### src/rtl/key_bank_decoder_if.sv
// ---------------------------------------------------------------------------
// key_bank_decoder_if
// Scan-code event bus from the keyboard front end to the key bank decoder.
//   keyCode : 9-bit scan code qualified by the strobes below
//   make    : one-cycle strobe, keyCode is being pressed
//   brakee  : one-cycle strobe, keyCode is being released
// Modports: master drives the bus (front end / testbench), slave receives it.
// ---------------------------------------------------------------------------
interface key_bank_decoder_if;
  logic [8:0] keyCode;
  logic       make;
  logic       brakee;

  modport master (output keyCode, output make, output brakee);
  modport slave  (input  keyCode, input  make, input  brakee);
endinterface

### src/rtl/key_bank_decoder.sv
// ---------------------------------------------------------------------------
// key_bank_decoder
// Decodes make/break scan-code events into NUM_KEYS independent key channels,
// each with held state, edge pulses, a press toggle and a typematic
// auto-repeat pulse train (first repeat REPEAT_DELAY cycles after the press,
// then every REPEAT_PERIOD cycles while held).
// Ports:
//   clk                 : clock, all state on the rising edge
//   reset               : asynchronous active-high reset
//   scan                : scan-code bus (keyCode, make, brakee), slave side
//   keyValues           : scan code of channel i in bits [9i+8:9i]
//   repeatEnable        : global auto-repeat enable (gates repeats only)
//   keyIsPressed        : per-channel held state
//   keyRisingEdgePulse  : one cycle high on press
//   keyFallingEdgePulse : one cycle high on release
//   keyToggle           : inverts on each press
//   keyRepeatPulse      : press pulse plus auto-repeat pulses
//   anyKeyPressed       : OR of keyIsPressed
// ---------------------------------------------------------------------------
module key_bank_decoder #(
  parameter int NUM_KEYS      = 4,
  parameter int REPEAT_DELAY  = 8,
  parameter int REPEAT_PERIOD = 3
) (
  input  logic                    clk,
  input  logic                    reset,
  key_bank_decoder_if.slave       scan,
  input  logic [9*NUM_KEYS-1:0]   keyValues,
  input  logic                    repeatEnable,
  output logic [NUM_KEYS-1:0]     keyIsPressed,
  output logic [NUM_KEYS-1:0]     keyRisingEdgePulse,
  output logic [NUM_KEYS-1:0]     keyFallingEdgePulse,
  output logic [NUM_KEYS-1:0]     keyToggle,
  output logic [NUM_KEYS-1:0]     keyRepeatPulse,
  output logic                    anyKeyPressed
);

  localparam int CNT_MAX = (REPEAT_DELAY > REPEAT_PERIOD) ? REPEAT_DELAY : REPEAT_PERIOD;
  localparam int CW      = $clog2(CNT_MAX + 1);

  localparam logic [CW-1:0] DELAY_LAST  = CW'(REPEAT_DELAY - 1);
  localparam logic [CW-1:0] PERIOD_LAST = CW'(REPEAT_PERIOD - 1);

  typedef enum logic [1:0] {IDLE, DELAY, REPEAT} rep_state_e;

  logic [NUM_KEYS-1:0] match;
  logic [NUM_KEYS-1:0] keyIsPressed_d;
  logic [NUM_KEYS-1:0] held;
  rep_state_e          state [NUM_KEYS];
  logic [CW-1:0]       cnt   [NUM_KEYS];

  // NOTE: every signal assigned in always_comb gets a default first so no
  // path leaves it unassigned; otherwise synthesis infers a latch.
  always_comb begin
    match = '0;
    for (int i = 0; i < NUM_KEYS; i++) begin
      match[i] = (scan.keyCode == keyValues[9*i +: 9]);
    end
  end

  // Held state; a simultaneous make and break resolves as a release.
  // NOTE: sequential state uses non-blocking assignments only, so every
  // register samples pre-edge values regardless of statement order.
  always_ff @(posedge clk or posedge reset) begin
    if (reset) begin
      keyIsPressed   <= '0;
      keyIsPressed_d <= '0;
      keyToggle      <= '0;
    end else begin
      for (int i = 0; i < NUM_KEYS; i++) begin
        if (match[i] && scan.brakee) begin
          keyIsPressed[i] <= 1'b0;
        end else if (match[i] && scan.make) begin
          keyIsPressed[i] <= 1'b1;
        end
      end
      keyIsPressed_d <= keyIsPressed;
      keyToggle      <= keyToggle ^ keyRisingEdgePulse;
    end
  end

  assign keyRisingEdgePulse  = keyIsPressed & ~keyIsPressed_d;
  assign keyFallingEdgePulse = ~keyIsPressed & keyIsPressed_d;
  assign anyKeyPressed       = |keyIsPressed;

  // The repeat timer starts one cycle after the press pulse (once both the
  // live and delayed held bits are set), so that DELAY reaching
  // REPEAT_DELAY-1 lands exactly REPEAT_DELAY cycles after the press pulse.
  // A release still drops the FSM to IDLE on the very next edge.
  assign held = keyIsPressed & keyIsPressed_d;

  // Per-channel typematic FSMs. The state/counter arrays are a handful of
  // flops per channel, so they are cleared by reset like any other register.
  always_ff @(posedge clk or posedge reset) begin
    if (reset) begin
      for (int i = 0; i < NUM_KEYS; i++) begin
        state[i] <= IDLE;
        cnt[i]   <= '0;
      end
    end else begin
      for (int i = 0; i < NUM_KEYS; i++) begin
        if (!held[i]) begin
          state[i] <= IDLE;
          cnt[i]   <= '0;
        end else begin
          unique case (state[i])
            IDLE: begin
              state[i] <= DELAY;
              cnt[i]   <= CW'(1);
            end
            DELAY: begin
              if (cnt[i] == DELAY_LAST) begin
                state[i] <= REPEAT;
                cnt[i]   <= '0;
              end else begin
                cnt[i] <= cnt[i] + 1'b1;
              end
            end
            REPEAT: begin
              cnt[i] <= (cnt[i] == PERIOD_LAST) ? '0 : cnt[i] + 1'b1;
            end
            default: begin
              state[i] <= IDLE;
              cnt[i]   <= '0;
            end
          endcase
        end
      end
    end
  end

  // Repeat pulses decode the current state, so a release coinciding with a
  // due repeat still emits it. repeatEnable gates the pulse, not the timer.
  always_comb begin
    keyRepeatPulse = '0;
    for (int i = 0; i < NUM_KEYS; i++) begin
      keyRepeatPulse[i] = keyRisingEdgePulse[i] |
                          (repeatEnable &
                           (((state[i] == DELAY)  && (cnt[i] == DELAY_LAST)) ||
                            ((state[i] == REPEAT) && (cnt[i] == PERIOD_LAST))));
    end
  end

endmodule
### src/flat_wrapper.sv
// flat-port wrapper written by rule: the top's interface ports become plain ports
module key_bank_decoder_flat 
#(
  parameter int NUM_KEYS      = 4,
  parameter int REPEAT_DELAY  = 8,
  parameter int REPEAT_PERIOD = 3
)
  (clk, reset, keyValues, repeatEnable, keyIsPressed, keyRisingEdgePulse, keyFallingEdgePulse, keyToggle, keyRepeatPulse, anyKeyPressed, scan_keyCode, scan_make, scan_brakee);
  key_bank_decoder_if scan_i ();
  input  logic clk;
  input  logic reset;
  input  logic [9*NUM_KEYS-1:0] keyValues;
  input  logic repeatEnable;
  output logic [NUM_KEYS-1:0] keyIsPressed;
  output logic [NUM_KEYS-1:0] keyRisingEdgePulse;
  output logic [NUM_KEYS-1:0] keyFallingEdgePulse;
  output logic [NUM_KEYS-1:0] keyToggle;
  output logic [NUM_KEYS-1:0] keyRepeatPulse;
  output logic anyKeyPressed;
  input wire logic [$bits(scan_i.keyCode)-1:0] scan_keyCode;
  input wire logic [$bits(scan_i.make)-1:0] scan_make;
  input wire logic [$bits(scan_i.brakee)-1:0] scan_brakee;
  assign scan_i.keyCode = scan_keyCode;
  assign scan_i.make = scan_make;
  assign scan_i.brakee = scan_brakee;
  key_bank_decoder #(.NUM_KEYS(NUM_KEYS), .REPEAT_DELAY(REPEAT_DELAY), .REPEAT_PERIOD(REPEAT_PERIOD)) u_core (.clk(clk), .reset(reset), .scan(scan_i), .keyValues(keyValues), .repeatEnable(repeatEnable), .keyIsPressed(keyIsPressed), .keyRisingEdgePulse(keyRisingEdgePulse), .keyFallingEdgePulse(keyFallingEdgePulse), .keyToggle(keyToggle), .keyRepeatPulse(keyRepeatPulse), .anyKeyPressed(anyKeyPressed));
endmodule
### config.mk
export PLATFORM = sky130hd
export DESIGN_NAME = key_bank_decoder_flat
export DESIGN_NICKNAME = d
export VERILOG_FILES = /design/src/rtl/key_bank_decoder_if.sv /design/src/rtl/key_bank_decoder.sv /design/src/flat_wrapper.sv
export SDC_FILE = /design/constraint.sdc
export NUM_CORES = 1
export LEC_CHECK = 0
export BUFFER_PORTS_ARGS = -buffer_cell sky130_fd_sc_hd__buf_2
export CAP_MARGIN = 0
export CORE_ASPECT_RATIO = 2
export CORE_MARGIN = 1.5
export CORE_UTILIZATION = 51
export CTS_CLUSTER_DIAMETER = 80
export DETAILED_ROUTE_END_ITERATION = 12
export GPL_TIMING_DRIVEN = 0
export PLACE_DENSITY = 0.87
export SKIP_CTS_REPAIR_TIMING = 1
export SYNTH_ARGS = -nofsm -noshare
export SYNTH_HDL_FRONTEND = slang
export SYNTH_SLANG_ARGS = --single-unit
### constraint.sdc
create_clock -name clk -period 1.99 [get_ports clk]
set_clock_uncertainty 0.2 [all_clocks]
set_input_delay 0.199 -clock clk [delete_from_list [all_inputs] [get_ports clk]]
set_output_delay 0.199 -clock clk [all_outputs]
set_load 0.01 [all_outputs]
==> results_dict.tcl, run 1 <==
set metrics [dict create \
    cp-start-kind "register" \
    area_growth_pct 30.1 \
    dp_cells 357 \
    cts_buffer_depth 2 \
    p_leak_nw 1.41 \
    grt.overflow.total 0 \
    synth_largest_area_cell "dfrtp_1" \
    yosys.area_share.adder_pct 4.53 \
    synthTopCellsByArea "dfrtp_1, xor2_1, ha_1, nor2_1, nand2b_1" \
    globalRouteMet2Util_pct 48.6 \
    synth_top_family_by_area "simple AND/OR/NAND/NOR gates" \
    vdd_drop_max_mv 0.556 \
    cts_root_buf "clkbuf_8" \
    antenna_left 0 \
    synth_area_per_cell_sq_um 9.41 \
    finalNonFillerCells 373 \
    synth_compound_area_share_pct 9.11 \
    rsz0062_at_grt "yes" \
    postSynthCellCount 235 \
    ys_seq_area_share_pct 40.7 \
    initial_core_util_pct 53.5 \
    grt_pass1_vias 2053 \
    cts_max_level 2 \
    placed_area_sq_mm 0.00263 \
    worst_slew_pin_slew_ns 0.752 \
    multiInputGateArea_sq_mm 0.00136 \
    dieWidth_microns 49.6 \
    rows 33 \
    nets 378 \
    yosysWarningCount 0 \
    power_w 0.00175 \
    fillerInstances 324 \
    end_kind "output port" \
    portBuffers 70 \
    ios 71 \
    grt_max_degree 37 \
    muxShareOfSynthArea_pct 0 \
    syn_nets 293 \
    met1_usage_pct 21.7 \
    dp_hpwl_microns 4220 \
    clock-sinks 36 \
    fin_area_sq_mm 0.00288 \
    track_usage_pct 24.3 \
    die_y_microns 96.1 \
    min_path_type "in2reg" \
    final-max-slew-violation-count 0 \
    seqCellArea_sq_um 901 \
    hold_viol 0 \
    wire_per_inst_microns 15.1 \
    worstPathRequired_ns 1.59 \
    synth_seq_cells 36 \
    status "complete, no violations" \
    post-synth-top-area-fraction_pct 40.7 \
    setup_viol 0 \
    die_area_sq_mm 0.00476 \
    use_met3_pct 5.28 \
    ys_types 28 \
    path_clk_slew_ns 0.07 \
    drive_above_1_share_pct 31.2 \
    cts_buffers 5 \
    synthSimpleGateAreaFrac_pct 25.0 \
    finalWeightedCongestion 0.787 \
    initialDrtViolationCount 36 \
    diodes 0 \
    pwr_density_cell_mw_per_mm2 609 \
    reg2reg_slack_ns 0.27 \
    relSlewSlack_pct 49.8 \
    post-route-period-util_pct 98.4 \
    grt_pass1_wl_microns 8670 \
    viasPerCell 5.57 \
    antenna_found_initial 0 \
    post-route-drc-count 0 \
    num_vias 2077 \
    synth_xor_area_share_pct 18.6 \
    critPathKind "reg2out" \
    syn-cell-area_sq_mm 0.00221 \
    path_max_fanout 3 \
    min_period_ns 1.96 \
    fmax_mhz 511 \
    max-cap-violations 0 \
    drt_first_pass_iters 4 \
    clock_latency_ns 0.30 \
    coreArea_sq_mm 0.00413 \
    top_usage_layer "met2" \
    routed_wl_microns 5610 \
    arrival_ns 1.56 \
    cts_tree "done" \
]
-- registers in the layout, summed over array words and instances, names as in the netlist --
register,cells
u_core.keyToggle,4
u_core.cnt,16
u_core.keyIsPressed_d,4
u_core.keyIsPressed,4
u_core.state,8
-- metal layers --
metal | up-vias | part of all wire [%]
met5 | - | 0
met1 | 975 | 34
met3 | 19 | 5.4
met4 | 0 | 4.1
met2 | 99 | 57
li1 | 984 | -
-- Yosys cell counts (all sizes together) --
| cell | n |
|---|---|
| nand3 | 11 |
| a31oi | 1 |
| nor3 | 9 |
| or3 | 4 |
| xor2 | 40 |
| inv | 12 |
| a21o | 1 |
| nand3b | 4 |
| dfrtp | 36 |
| o22ai | 1 |
| nor2b | 7 |
| a21oi | 10 |
| nand2 | 14 |
| or4 | 1 |
| and3b | 3 |
| o32ai | 3 |
| xnor2 | 7 |
| nor2 | 25 |
| ha | 8 |
| a41oi | 5 |
| o21ai | 1 |
| and3 | 4 |
| or3b | 4 |
| nand2b | 13 |
| o2bb2ai | 3 |
| nor4 | 4 |
| a211oi | 4 |
-- cell usage in the layout (no fill, tap or decap), types with 2 or more instances in the layout --
master	instances
o32ai_2	3
and3b_1	3
a41oi_1	5
dfrtp_1	36
ha_4	5
or3_1	4
nor2b_1	7
nand2b_1	13
clkinv_2	2
inv_2	5
nand3_1	10
o2bb2ai_1	3
clkbuf_8	6
inv_1	7
ha_1	2
and3_1	4
a211oi_1	4
nand3b_1	4
nor2_1	25
nor4_1	3
buf_4	6
xnor2_1	7
xor2_1	40
nand2_1	14
a21oi_1	10
nor3_1	9
buf_2	70
or3b_1	4
dlygate4sd3_1	2
-- stage by stage --
step | hold WS (ns) | util [%] | setup slack (ns) | setup TNS, ns
floorplan | 0.0856 | - | 0.372 | 0
global placement | 0.236 | 63.6 | 0.315 | 0
detailed placement | 0.235 | 63.6 | 0.249 | 0
CTS | -0.0778 | 65.8 | 0.00327 | 0
global route | 0.0992 | 69.7 | -0.0530 | -0.121
finish | 0.0714 | 69.7 | 0.0316 | 0
-- critical path: stages, from the launching register on --
cell and delay (ns):
dfrtp_1 0.41, inv_2 0.10, ha_4 0.13, inv_1 0.04, o32ai_2 0.23, nand3b_1 0.13, nand2_1 0.09, buf_2 0.13
-- cell families after synthesis --
group                    after synthesis
AO/OA/AOI/OAI                         29
XOR/XNOR                              47
adder cells (fa/ha/maj)                8
AND/OR/NAND/NOR                      103
flip-flops                            36
buffers and inverters                 12
-- path summary, 6_finish.rpt --
kind / from / end / depth (start not counted)
max: u_core.cnt[8] / keyRepeatPulse[1] / 7
max in group asynchronous: reset / u_core.keyIsPressed_d[3] / 3
max reg2reg: u_core.cnt[4] / u_core.cnt[4] / 6
min reg2reg: u_core.keyToggle[0] / u_core.keyToggle[0] / 1
min: scan_make / u_core.keyIsPressed[2] / 3
min in group asynchronous: reset / u_core.keyIsPressed_d[0] / 3
-- report_power, final --
group / internal (W) / leakage, nW / switching [W]
clock: 0.000276 / 0.0510 / 0.000268
sequential: 0.000789 / 0.493 / 0.0000551
combinational: 0.000173 / 0.868 / 0.000191
total: 0.00124 / 1.41 / 0.000514
-- final cells by class --
type                       instances  area share [%]
clock inverter                     2           0.348
sequential                        36            31.3
timing repair buffer              78            14.4
multi-input combinational        187            47.2
tap                               52            2.26
clock buffer                       6            2.87
inverter                          12            1.57
Power figures use the tool's default switching activity.
==> inputs of run 2 (changes only) <==
==> constraint.sdc (replaced) <==
create_clock -name clk -period 1.99 [get_ports clk]
set_clock_uncertainty 0.2 [all_clocks]
set_input_delay 0.199 -clock clk [delete_from_list [all_inputs] [get_ports clk]]
set_output_delay 0.199 -clock clk [all_outputs]
set_load 0.05 [all_outputs]
==> run 2 against run 1 <==
Compared with the run above:
- the run now ends with setup timing left
- routed wire length grew 0.46%
- utilization grew 0.76 points
- worst hold slack gained 0.0032 ns
- count of clock-buffer cells in the layout is the same
- global-route usage is the same
- via count shrank 0.34%
- sequential share of layout area shrank 0.25 points
- final cell count is the same
- critical endpoint unchanged
- largest power group unchanged
==> results_dict.tcl, run 2 (synthesis results as in run 1) <==
set metrics [dict create \
    status "finished with violations" \
    violations "setup timing" \
    cts_max_level 2 \
    pre_cts_ws_ns 0.192 \
    antenna_found_initial 0 \
    reg2reg_from "u_core.cnt[4]" \
    initialDrtViolationCount 28 \
    critPathKind "reg2out" \
    final_common_cell "buf_2" \
    coreArea_sq_mm 0.00413 \
    cts_buffer_depth 2 \
    p_leak_nw 1.41 \
    die_y_microns 96.1 \
    arrival_ns 1.63 \
    drt_first_pass_iters 4 \
    drive_above_1_share_pct 32.7 \
    grt_pass1_wl_microns 8670 \
    tns_ns -0.0497 \
    reg.largest.list "u_core.cnt: 16 flops, u_core.state: 8 flops" \
    die_area_sq_mm 0.00476 \
    relSlewSlack_pct 49.9 \
    initial_core_util_pct 53.5 \
    regMostFlops "u_core.cnt" \
    end_kind "output port" \
    rsz0062_at_grt "yes" \
    ios 71 \
    clock_latency_ns 0.30 \
    fmax_mhz 493 \
    post-route-drc-count 0 \
    worstPathRequired_ns 1.59 \
    min_path_type "in2reg" \
    critical_path.startpoint "u_core.cnt[9]" \
    viasPerCell 5.55 \
    hold_viol 0 \
    rows 33 \
    cts_root_buf "clkbuf_8" \
    worst_slew_pin_slew_ns 0.750 \
    worst_slack_ns -0.0381 \
    clock-sinks 36 \
    portBuffers 70 \
    path_max_fanout 3 \
    fillerInstances 317 \
    largest_register_ffs 16 \
    vdd_drop_max_mv 0.647 \
    min_from "scan_make" \
    grt_max_degree 37 \
    setup_viol 3 \
    area_growth_pct 31.5 \
    grt_pass1_vias 2053 \
    num_vias 2070 \
    path_clk_slew_ns 0.07 \
    dp_hpwl_microns 4220 \
    min_period_ns 2.03 \
    cts_tree "done" \
    grt.overflow.total 0 \
    pwr_density_cell_mw_per_mm2 689 \
    antenna_left 0 \
    finalWeightedCongestion 0.787 \
    diodes 0 \
    wire_per_inst_microns 15.1 \
    layout_common_cells "buf_2, xor2_1, dfrtp_1, nor2_1, nand2_1" \
    cts_buffers 5 \
    routed_wl_microns 5640 \
    final-max-slew-violation-count 0 \
    dieWidth_microns 49.6 \
    post-route-period-util_pct 102 \
    max-cap-violations 0 \
    nets 378 \
    track_usage_pct 24.3 \
    cp-start-kind "register" \
]
-- run 2: final timing paths --
kind,endpoint,depth (start not counted),slack (ns)
setup / recovery,keyRepeatPulse[1],7,-0.04
hold / removal,u_core.keyIsPressed[2],3,0.07
setup reg to reg,u_core.cnt[4],6,0.27
hold reg to reg,u_core.keyToggle[0],1,0.27
max in group asynchronous,u_core.state[5],3,0.69
min in group asynchronous,u_core.keyIsPressed_d[0],3,0.38
-- run 2: metal layers --
layer | global-route usage, % | vias up | routed length (microns)
met5 | 0 | - | 0
li1 | - | 981 | -
met2 | 48.6 | 93 | 3270
met1 | 21.7 | 981 | 1890
met4 | 12.5 | 0 | 176
met3 | 5.28 | 15 | 305
-- run 2: cell type report --
class	count	area (sq um)	area share, %
inverter	12	45.0	1.55
timing repair buffer	78	444	15.3
clock buffer	6	82.6	2.84
sequential	36	903	31.1
tap	52	65.1	2.24
clock inverter	2	10.0	0.344
multi-input combinational	187	1360	46.7
-- run 2: power breakdown --
part           leakage (nW)  internal (W)  switching [W]
sequential            0.490      0.000790      0.0000549
clock                0.0510      0.000276       0.000266
combinational         0.873      0.000183       0.000434
total                  1.41       0.00125       0.000755
-- run 2: metrics by stage --
| stage | area [sq um] | util, % | instances | hold slack (ns) | total power, W |
|---|---|---|---|---|---|
| after global placement | 2630 | 63.6 | 357 | 0.236 | 0.00144 |
| final | 2910 | 70.4 | 373 | 0.0746 | 0.00200 |
| after detailed placement | 2630 | 63.6 | 357 | 0.235 | 0.00146 |
| after CTS | 2720 | 65.8 | 365 | -0.0778 | 0.00200 |
| after floorplan | 2210 | - | 235 | 0.0856 | 0.00127 |
| after global routing | 2910 | 70.4 | 373 | 0.0970 | 0.00208 |
-- run 2: critical path, stage by stage (launching register included) --
cell and delay, ns:
dfrtp_1 0.39, buf_6 0.12, ha_4 0.13, inv_2 0.03, o32ai_2 0.23, nand3b_1 0.13, nand2_1 0.13, buf_6 0.17
==> inputs of run 3 (changes only) <==
--- a/config.mk
+++ b/config.mk
@@ -5,11 +5,12 @@
 export SDC_FILE = /design/constraint.sdc
 export NUM_CORES = 1
 export LEC_CHECK = 0
+export ABC_AREA = 1
 export BUFFER_PORTS_ARGS = -buffer_cell sky130_fd_sc_hd__buf_2
 export CAP_MARGIN = 0
 export CORE_ASPECT_RATIO = 2
 export CORE_MARGIN = 1.5
-export CORE_UTILIZATION = 51
+export CORE_UTILIZATION = 52
 export CTS_CLUSTER_DIAMETER = 80
 export DETAILED_ROUTE_END_ITERATION = 12
 export GPL_TIMING_DRIVEN = 0
==> run 3 against run 2 <==
Compared with the run above:
- the flow still finishes with violations (setup timing)
- sequential share of layout area fell by 2.2 points
- combinational power rose to 2.6 times the previous value
- flip-flop and latch count did not move
==> results_dict.tcl, run 3 <==
set metrics [dict create \
    status "finished with violations" \
    violations "setup timing" \
    clock-sinks 36 \
    clock_latency_ns 0.29 \
    rows 35 \
    drt_first_pass_iters 5 \
    nets 527 \
    cts_buffers 5 \
    synth_largest_area_cell "dfrtp_1" \
    post-synth-top-area-fraction_pct 36.8 \
    power_w 0.00342 \
    ys_seq_area_share_pct 36.8 \
    seqCellArea_sq_um 901 \
    pwr_density_cell_mw_per_mm2 1100 \
    antenna_found_initial 0 \
    viasPerCell 4.91 \
    reg2reg_slack_ns 0.39 \
    critPathKind "reg2out" \
    multiInputGateArea_sq_mm 0.00134 \
    worstPathRequired_ns 1.59 \
    hold_viol 0 \
    postSynthCellCount 387 \
    reg.largest.list "u_core.cnt: 16 flops, u_core.state: 8 flops" \
    cts_max_level 2 \
    yosysWarningCount 0 \
    dp_cells 511 \
    dieWidth_microns 51.5 \
    finalWeightedCongestion 0.864 \
    fmax_mhz 492 \
    wire_per_inst_microns 11.1 \
    final-max-slew-violation-count 0 \
    async_flop_share_pct 100 \
    drive_above_1_share_pct 24.9 \
    yosysMostFrequentCell "nand2_1" \
    worst-r2r-cell-count 6 \
    synth_seq_cells 36 \
    cp-start-kind "register" \
    min_path_type "in2reg" \
    synth_area_per_cell_sq_um 6.33 \
    path_max_fanout 4 \
    antenna_left 0 \
    arrival_ns 1.63 \
    rsz0062_at_grt "yes" \
    finalNonFillerCells 524 \
    cts_buffer_depth 2 \
    setup_viol 1 \
    ios 71 \
    p_leak_nw 1.90 \
    syn_nets 445 \
    worst_slack_ns -0.0419 \
    grt_pass1_wl_microns 8870 \
    utilization_pct 68.5 \
    min_from "scan_make" \
    coreArea_sq_mm 0.00455 \
    hold_ws_ns 0.0103 \
    fin_area_sq_mm 0.00312 \
    cts_tree "done" \
    ys_top_cells_by_count "nand2_1, inv_1, nor2_1" \
    final_common_cell "nand2_1" \
    placed_area_sq_mm 0.00288 \
    portBuffers 69 \
    grt_max_degree 37 \
    ys_types 18 \
    grt.overflow.total 0 \
    initial_core_util_pct 53.8 \
    grt_pass1_vias 2344 \
    track_usage_pct 22.6 \
    regMostFlops "u_core.cnt" \
    vdd_drop_max_mv 0.721 \
    largest_register_ffs 16 \
    fillerInstances 392 \
    max-cap-violations 0 \
    reg2reg_from "u_core.cnt[8]" \
    synth_edf_count 0 \
    worstReg2RegEnd "u_core.cnt[8]" \
    post-route-drc-count 0 \
    relSlewSlack_pct 56.6 \
    area_growth_pct 27.3 \
    post-route-period-util_pct 102 \
    synthTopCellsByArea "dfrtp_1, nand2_1, inv_1, nor2_1, ha_1" \
    hold_depth 3 \
    diodes 0 \
    initialDrtViolationCount 38 \
    dp_hpwl_microns 4530 \
    syn-cell-area_sq_mm 0.00245 \
    die_y_microns 100 \
    synth_ff_type "dfrtp_1" \
    path_clk_slew_ns 0.07 \
    worst_slew_pin_slew_ns 0.647 \
    layout_common_cells "nand2_1, buf_2, inv_1, nor2_1, dfrtp_1" \
    end_kind "output port" \
    min_period_ns 2.03 \
    num_vias 2572 \
    die_area_sq_mm 0.00516 \
    routed_wl_microns 5800 \
    cts_root_buf "clkbuf_8" \
    holdPathEnd "u_core.keyIsPressed[3]" \
]
run 3: cell count changes after synthesis, sizes merged, moves of 5 or more:
| cell | previous run | this run |
|---|---|---|
| nand2 | 14 | 136 |
| inv | 12 | 75 |
| nor2 | 25 | 65 |
| xor2 | 40 | 8 |
| nand2b | 13 | 0 |
| o21ai | 1 | 9 |
| nor2b | 7 | 0 |
| a41oi | 5 | 0 |
run 3: cells by family (layout without fill, tap and decap cells):
group	after synthesis	after routing	share of synthesized area (%)
buffers and inverters	76	158	11.8
AND/OR/NAND/NOR	231	231	38.0
flip-flops	36	36	36.8
XOR/XNOR	12	12	4.29
adder cells (fa/ha/maj)	8	8	4.08
AO/OA/AOI/OAI	24	24	5.05
run 3: routing by layer:
layer  part of all wire [%]  track usage (%)  up-vias
li1                       -                -     1318
met1                     35             20.0     1156
met2                     56             44.0       84
met3                    5.2             4.46       14
met4                    3.8             13.0        0
met5                      0                0        -
run 3: power by group:
part	switching, W	internal [W]	total [W]
clock	0.000241	0.000308	0.000549
combinational	0.00104	0.000554	0.00159
sequential	0.000284	0.000998	0.00128
total	0.00156	0.00186	0.00342
run 3: worst max-delay path by stage:
stage / startpoint / end
3_3_place_gp: u_core.cnt[8] / keyRepeatPulse[1]
4_1_cts: u_core.cnt[8] / keyRepeatPulse[1]
2_1_floorplan: u_core.cnt[0] / keyRepeatPulse[3]
6_report: u_core.cnt[8] / keyRepeatPulse[1]
3_5_place_dp: u_core.cnt[8] / keyRepeatPulse[1]
5_1_grt: u_core.cnt[4] / keyRepeatPulse[2]
run 3: cell type report:
type	instances	share of cell area, %
Sequential cell	36	28.9
Buffer	1	0.241
Inverter	75	9.02
Multi-Input combinational cell	275	42.9
Tap cell	55	2.21
Timing Repair Buffer	75	13.7
Clock buffer	7	3.09
run 3: metrics by stage:
stage          setup TNS [ns]  worst slack (ns)
2_1_floorplan          -0.148           -0.0526
3_3_place_gp                0             0.196
3_5_place_dp                0             0.142
4_1_cts                -0.427            -0.180
5_1_grt                -0.375            -0.137
6_report              -0.0419           -0.0419
run 3: worst max-delay path: stages, from the launching register on:
cell and delay, ns:
dfrtp_1 0.42, inv_1 0.07, ha_1 0.14, nor3b_4 0.25, a21oi_2 0.09, o22ai_1 0.14, buf_4 0.23
